--- src/rtl/keypad_scanner_if.sv ---
// keypad_scanner_if: groups the scan-enable, column sense, row drive and key
// event outputs of the 4x4 keypad scanner. The master side drives tick and
// col_in; the slave side (the scanner) drives the row and key outputs.
interface keypad_scanner_if;
    logic       tick;
    logic [3:0] col_in;
    logic [3:0] row_out;
    logic       key_valid;
    logic [3:0] key_code;
    logic       key_held;

    modport master (
        output tick,
        output col_in,
        input  row_out,
        input  key_valid,
        input  key_code,
        input  key_held
    );

    modport slave (
        input  tick,
        input  col_in,
        output row_out,
        output key_valid,
        output key_code,
        output key_held
    );
endinterface

--- src/rtl/keypad_scanner.sv ---
// keypad_scanner: 4x4 matrix keypad scanner with press/release debounce.
// Rows are driven active-low one at a time; columns are sensed active-low.
// State only advances on cycles where tick=1. A press is accepted after
// DEBOUNCE_SCANS qualifying ticks and reported as a one-clock key_valid pulse
// with key_code = row*4 + col; key_held stays high until the release has been
// debounced. Only the first detected key is tracked until it is released.
// Optional feature: define KEYPAD_REPEAT_EN to add auto-repeat, which emits an
// extra key_valid every REPEAT_TICKS ticks while the key stays pressed.
module keypad_scanner #(
    parameter int DEBOUNCE_SCANS = 4,
    parameter int REPEAT_TICKS   = 500
) (
    input  logic             clk,
    input  logic             rst,
    keypad_scanner_if.slave  kp
);

    localparam int CNT_W = $clog2(DEBOUNCE_SCANS + 1);
    localparam logic [CNT_W-1:0] CNT_MAX = CNT_W'(DEBOUNCE_SCANS);
    localparam logic [CNT_W-1:0] CNT_ONE = CNT_W'(1);

    if (DEBOUNCE_SCANS < 1) begin : g_bad_debounce
        $error("keypad_scanner: DEBOUNCE_SCANS must be at least 1");
    end
    if (REPEAT_TICKS < 1) begin : g_bad_repeat
        $error("keypad_scanner: REPEAT_TICKS must be at least 1");
    end

    typedef enum logic [1:0] {
        SCAN     = 2'd0,
        DEBOUNCE = 2'd1,
        PRESSED  = 2'd2,
        RELEASE  = 2'd3
    } state_t;

    state_t           state, state_nxt;
    logic [1:0]       row, row_nxt;
    logic [1:0]       col_sel, col_nxt;
    logic [CNT_W-1:0] cnt, cnt_nxt;
    logic [3:0]       key_code_r, code_nxt;
    logic             key_valid_r, valid_nxt;
    logic             col_hi;

`ifdef KEYPAD_REPEAT_EN
    localparam int RPT_W = $clog2(REPEAT_TICKS + 1);
    localparam logic [RPT_W-1:0] RPT_LAST = RPT_W'(REPEAT_TICKS - 1);
    logic [RPT_W-1:0] rpt_cnt, rpt_nxt;
`endif

    // Saturating debounce count: once at DEBOUNCE_SCANS it stays there.
    function automatic logic [CNT_W-1:0] sat_inc(input logic [CNT_W-1:0] v);
        return (v >= CNT_MAX) ? CNT_MAX : v + CNT_ONE;
    endfunction

    // Index of the lowest-numbered column that reads low (pressed).
    function automatic logic [1:0] lowest_low(input logic [3:0] c);
        if (!c[0])      return 2'd0;
        else if (!c[1]) return 2'd1;
        else if (!c[2]) return 2'd2;
        else            return 2'd3;
    endfunction

    assign col_hi = kp.col_in[col_sel];

    // Next-state and event logic; nothing moves unless tick is high.
    always_comb begin
        state_nxt = state;
        row_nxt   = row;
        col_nxt   = col_sel;
        cnt_nxt   = cnt;
        code_nxt  = key_code_r;
        valid_nxt = 1'b0;
`ifdef KEYPAD_REPEAT_EN
        rpt_nxt   = rpt_cnt;
`endif
        if (kp.tick) begin
            case (state)
                SCAN: begin
                    if (&kp.col_in) begin
                        row_nxt = row + 2'd1;
                    end else begin
                        col_nxt   = lowest_low(kp.col_in);
                        cnt_nxt   = CNT_ONE;
                        state_nxt = DEBOUNCE;
                    end
                end
                DEBOUNCE: begin
                    if (!col_hi) begin
                        cnt_nxt = sat_inc(cnt);
                        if (sat_inc(cnt) == CNT_MAX) begin
                            state_nxt = PRESSED;
                            valid_nxt = 1'b1;
                            code_nxt  = {row, col_sel};
`ifdef KEYPAD_REPEAT_EN
                            rpt_nxt   = '0;
`endif
                        end
                    end else begin
                        state_nxt = SCAN;
                        row_nxt   = row + 2'd1;
                    end
                end
                PRESSED: begin
                    if (col_hi) begin
                        cnt_nxt   = CNT_ONE;
                        state_nxt = RELEASE;
                    end else begin
`ifdef KEYPAD_REPEAT_EN
                        if (rpt_cnt == RPT_LAST) begin
                            rpt_nxt   = '0;
                            valid_nxt = 1'b1;
                        end else begin
                            rpt_nxt = rpt_cnt + 1'b1;
                        end
`endif
                    end
                end
                RELEASE: begin
                    if (col_hi) begin
                        cnt_nxt = sat_inc(cnt);
                        if (sat_inc(cnt) == CNT_MAX) begin
                            state_nxt = SCAN;
                            row_nxt   = row + 2'd1;
                        end
                    end else begin
                        // Bounce back to pressed: same key, no new event, and
                        // the repeat count resumes where it paused.
                        state_nxt = PRESSED;
                    end
                end
                default: state_nxt = SCAN;
            endcase
        end
    end

    // Control state register with synchronous reset.
    always_ff @(posedge clk) begin
        if (rst) begin
            state       <= SCAN;
            row         <= 2'd0;
            cnt         <= '0;
            key_code_r  <= 4'd0;
            key_valid_r <= 1'b0;
`ifdef KEYPAD_REPEAT_EN
            rpt_cnt     <= '0;
`endif
        end else begin
            state       <= state_nxt;
            row         <= row_nxt;
            cnt         <= cnt_nxt;
            key_code_r  <= code_nxt;
            key_valid_r <= valid_nxt;
`ifdef KEYPAD_REPEAT_EN
            rpt_cnt     <= rpt_nxt;
`endif
        end
    end

    // Latched column of the key being tracked; only read after SCAN loads it.
    always_ff @(posedge clk) begin
        col_sel <= col_nxt;
    end

    assign kp.row_out   = ~(4'b0001 << row);
    assign kp.key_valid = key_valid_r;
    assign kp.key_code  = key_code_r;
    assign kp.key_held  = (state == PRESSED) || (state == RELEASE);

endmodule

--- src/flat_wrapper.sv ---
// flat-port wrapper written by rule: the top's interface ports become plain ports
module keypad_scanner_flat 
#(
    parameter int DEBOUNCE_SCANS = 4,
    parameter int REPEAT_TICKS   = 500
)
  (clk, rst, kp_tick, kp_col_in, kp_row_out, kp_key_valid, kp_key_code, kp_key_held);
  keypad_scanner_if kp_i ();
  input  logic clk;
  input  logic rst;
  input wire logic [$bits(kp_i.tick)-1:0] kp_tick;
  input wire logic [$bits(kp_i.col_in)-1:0] kp_col_in;
  output wire logic [$bits(kp_i.row_out)-1:0] kp_row_out;
  output wire logic [$bits(kp_i.key_valid)-1:0] kp_key_valid;
  output wire logic [$bits(kp_i.key_code)-1:0] kp_key_code;
  output wire logic [$bits(kp_i.key_held)-1:0] kp_key_held;
  assign kp_i.tick = kp_tick;
  assign kp_i.col_in = kp_col_in;
  assign kp_row_out = kp_i.row_out;
  assign kp_key_valid = kp_i.key_valid;
  assign kp_key_code = kp_i.key_code;
  assign kp_key_held = kp_i.key_held;
  keypad_scanner #(.DEBOUNCE_SCANS(DEBOUNCE_SCANS), .REPEAT_TICKS(REPEAT_TICKS)) u_core (.clk(clk), .rst(rst), .kp(kp_i));
endmodule
--- config.mk ---
export PLATFORM = sky130hd
export DESIGN_NAME = keypad_scanner_flat
export DESIGN_NICKNAME = d
export VERILOG_FILES = /design/src/rtl/keypad_scanner_if.sv /design/src/rtl/keypad_scanner.sv /design/src/flat_wrapper.sv
export SDC_FILE = /design/constraint.sdc
export NUM_CORES = 1
export LEC_CHECK = 0
export ABC_AREA = 1
export BUFFER_PORTS_ARGS = -buffer_cell sky130_fd_sc_hd__buf_2
export CAP_MARGIN = 30
export CORE_MARGIN = 5
export CORE_UTILIZATION = 49
export CTS_CLUSTER_DIAMETER = 120
export DETAILED_ROUTE_END_ITERATION = 8
export PLACE_DENSITY_LB_ADDON = 0.25
export SYNTH_ARGS = -nofsm -noshare
export SYNTH_HDL_FRONTEND = slang
export SYNTH_SLANG_ARGS = --single-unit
export TNS_END_PERCENT = 50
--- constraint.sdc ---
create_clock -name clk -period 1.5 [get_ports clk]
set_input_delay 0.45 -clock clk [delete_from_list [all_inputs] [get_ports clk]]
set_output_delay 0.45 -clock clk [all_outputs]
set_load 0.01 [all_outputs]
==> impl_metrics.env <==
export IMPL_status="complete, no violations"
export IMPL_path_class="flop to output pin"
export IMPL_final_layout_size_suffix_gt1_frac=0.503
export IMPL_crit_path_frequent_cell="inv_2"
export IMPL_dpl_instance_area_sq_um=940
export IMPL_yosysWarningCount=0
export IMPL_max_slew_margin=0.754
export IMPL_finalCritPeriodShare=0.994
export IMPL_rsz0062_at_grt="yes"
export IMPL_synth_compound_area_frac=0.142
export IMPL_cts_sinks=14
export IMPL_grt_total_usage=0.160
export IMPL_fin_cells=164
export IMPL_hold_buffers=0
export IMPL_report_final_hold_viol_count=0
export IMPL_synthSimpleGateAreaFrac=0.285
export IMPL_fp_dieW_um=51.4
export IMPL_netlist_area_sq_um=840
export IMPL_wire_per_inst_um=11.4
export IMPL_vias_per_cell=4.95
export IMPL_crit_arrival_ps=1040
export IMPL_fin_area_sq_um=1160
export IMPL_clk_latency_ps=290
export IMPL_ys_seq_area_frac=0.358
export IMPL_vdd_drop_max_v=0.000447
export IMPL_netlist_instances=117
export IMPL_grt_max_degree=12
export IMPL_period_minus_slack_ps=1490
export IMPL_place_congestion=0.805
export IMPL_required_ps=1050
export IMPL_path_clk_slew_ps=90
export IMPL_synth_area_top_cells="dfxtp_1 29%, ha_1 8.9%, nand2_1 8.5%"
export IMPL_syn_area_per_cell_sq_um=7.18
export IMPL_synth_fa_ha_area_frac=0.0894
export IMPL_ys_types=26
export IMPL_cp_end_kind="output pin"
export IMPL_syn_nets=130
export IMPL_path_buf_inv=3
export IMPL_fin_skew_ps=6.90
export IMPL_synth_top_area_share=0.286
export IMPL_drv_cap=0
export IMPL_cts_buffers=3
export IMPL_dp_cells=149
export IMPL_grt_pass1_vias=753
export IMPL_grt_pass1_wl_um=3130
export IMPL_synthXorXnorAreaFrac=0
export IMPL_num_vias=812
export IMPL_synth_top_family_by_area="simple AND/OR/NAND/NOR gates"
export IMPL_overflow=0
export IMPL_syn2layout_area_growth_pct=38.6
export IMPL_clock_path_buffers=2
export IMPL_drt_iter0_drc=22
export IMPL_nFillCells=135
export IMPL_synthMuxAreaShare=0
export IMPL_htree_levels=1
export IMPL_row_count=15
export IMPL_die_y_um=51.4
export IMPL_antenna_found_initial=0
export IMPL_dp_hpwl_um=1270
export IMPL_port_buffer_count=16
export IMPL_ys_ff_latch=14
export IMPL_cts_root_buf="clkbuf_4"
export IMPL_path_delay_family="flip-flops"
export IMPL_slowest_delay_ps=350
export IMPL_r2r_setup_slack_ps=20
export IMPL_hold_class="primary input to flop"
export IMPL_fp_dieArea_sq_um=2640
export IMPL_diodes=0
export IMPL_setup_viol=0
export IMPL_path_max_fanout=4
export IMPL_power_leakage_uw=0.000561
export IMPL_wirelength_um=1860
export IMPL_remaining_drc_errors=0
export IMPL_coreArea_sq_um=1670
export IMPL_fin_nets=161
export IMPL_start_util=0.503
export IMPL_start_kind="flop"
export IMPL_finalMaxSlewViolations=0
export IMPL_drt_first_pass_iters=4
export IMPL_worstPathCellList="inv_2, ha_2, inv_2, buf_2"
export IMPL_crit_slowest_cell="dfxtp_2"
export IMPL_tritoncts="yes"
export IMPL_synth_top_area_cell="dfxtp_1"
export IMPL_worst_pin_slew_ps=369
export IMPL_ant_nets=0
export IMPL_p_per_area_nw_per_um2=899
export IMPL_fmax_mhz=671
export IMPL_ioPinCount=17
cell usage after synthesis:
| master | number |
|---|---|
| nand2_1 | 19 |
| inv_1 | 18 |
| dfxtp_1 | 12 |
| nor2_1 | 11 |
| a21oi_1 | 8 |
| inv_2 | 7 |
| ha_1 | 6 |
| o21ai_0 | 5 |
| nand2_2 | 4 |
| nand3_1 | 4 |
| o21ai_1 | 4 |
| nand3_2 | 3 |
| edfxtp_1 | 2 |
| nor3_1 | 2 |
| a21boi_0 | 1 |
| a21oi_2 | 1 |
| clkbuf_1 | 1 |
| clkbuf_2 | 1 |
| clkinv_1 | 1 |
| nand2_4 | 1 |
| nor2_2 | 1 |
| nor2_4 | 1 |
| nor2b_1 | 1 |
| nor4_1 | 1 |
| o2111ai_1 | 1 |
| o21ai_2 | 1 |
flip-flops by register name (all words and copies together) (netlist names), named ones only:
name / cells
u_core.kp.key_code: 4
u_core.cnt: 3
u_core.col_sel: 2
u_core.row: 2
u_core.kp.key_valid: 1
u_core.state: 1
cell type report:
type | count | area (sq um) | share of cell area
Sequential cell | 14 | 305 | 0.262
Timing Repair Buffer | 28 | 184 | 0.158
Inverter | 26 | 97.6 | 0.0839
Clock buffer | 4 | 36.3 | 0.0312
Tap cell | 17 | 21.3 | 0.0183
Multi-Input combinational cell | 75 | 519 | 0.446
layer usage:
layer | wire length (um) | vias up | global-route usage
met2 | 954 | 14 | 0.282
li1 | - | 428 | -
met4 | 35 | 0 | 0.0917
met1 | 813 | 366 | 0.179
met5 | 0 | - | 0
met3 | 60 | 4 | 0.0262
where the power goes:
part / leakage, uW / switching, uW / internal (uW)
Clock: 0.0000210 / 133 / 148
Sequential: 0.000119 / 25.8 / 409
Combinational: 0.000421 / 187 / 143
repair_timing:
item,4_1_cts,5_1_grt
resized for setup,20,12
cloned,0,0
pin swaps,8,10
setup endpoints to repair,7,12
endpoints found under the hold margin,0,0
buffers inserted,8,3
worst reg2reg max path, delay by kind of cell, from the launching register on:
| kind | cells | cell delay, ps |
|---|---|---|
| AND/OR/NAND/NOR | 8 | 520 |
| buffers and inverters | 4 | 390 |
| adder cells (fa/ha/maj) | 1 | 150 |
| flip-flops | 1 | 340 |
kinds of logic (layout without fill, tap and decap cells):
group / count (synthesis) / count (layout)
buffers and inverters: 28 / 58
DFF: 14 / 14
and+or+nand+nor: 48 / 48
adders and majority gates: 6 / 6
AOI/OAI and AO/OA: 21 / 21
layout by cell type (no fill, tap or decap), types with 3 or more instances in the layout:
master,netlist,layout
inv_1,18,11
inv_2,7,14
nand2_1,19,16
nor2_1,11,11
dfxtp_2,0,4
buf_6,0,3
buf_4,0,10
ha_2,0,3
clkbuf_4,0,3
buf_2,0,15
o21ai_0,5,5
nand2_4,1,3
a21oi_1,8,7
nand2_2,4,5
dfxtp_1,12,8
o21ai_2,1,3
nand3_1,4,3
metrics by stage:
stage / worst slack (ps) / utilization / hold slack (ps) / setup TNS [ps] / total power (uW)
CTS: -6.51 / 0.653 / 315 / -6.51 / 1010
finish: 8.98 / 0.697 / 322 / 0 / 1050
floorplan: 114 / - / 472 / 0 / 599
global route: -77.4 / 0.697 / 325 / -468 / 1120
detailed placement: -62.1 / 0.563 / 503 / -185 / 658
global placement: 1.62 / 0.563 / 488 / 0 / 652
final timing paths:
path                                       from                                 end  depth (start not counted)
max                  u_core.row[1]$_SDFFE_PP0P_                       kp_row_out[1]                          4
min                                         rst      u_core.kp.key_valid$_SDFF_PP0_                          2
max reg2reg          u_core.cnt[0]$_SDFFE_PP0P_                                flop                         13
min reg2reg  u_core.kp.key_code[0]$_SDFFE_PP0P_  u_core.kp.key_code[0]$_SDFFE_PP0P_                          2
Power figures use the tool's default switching activity.
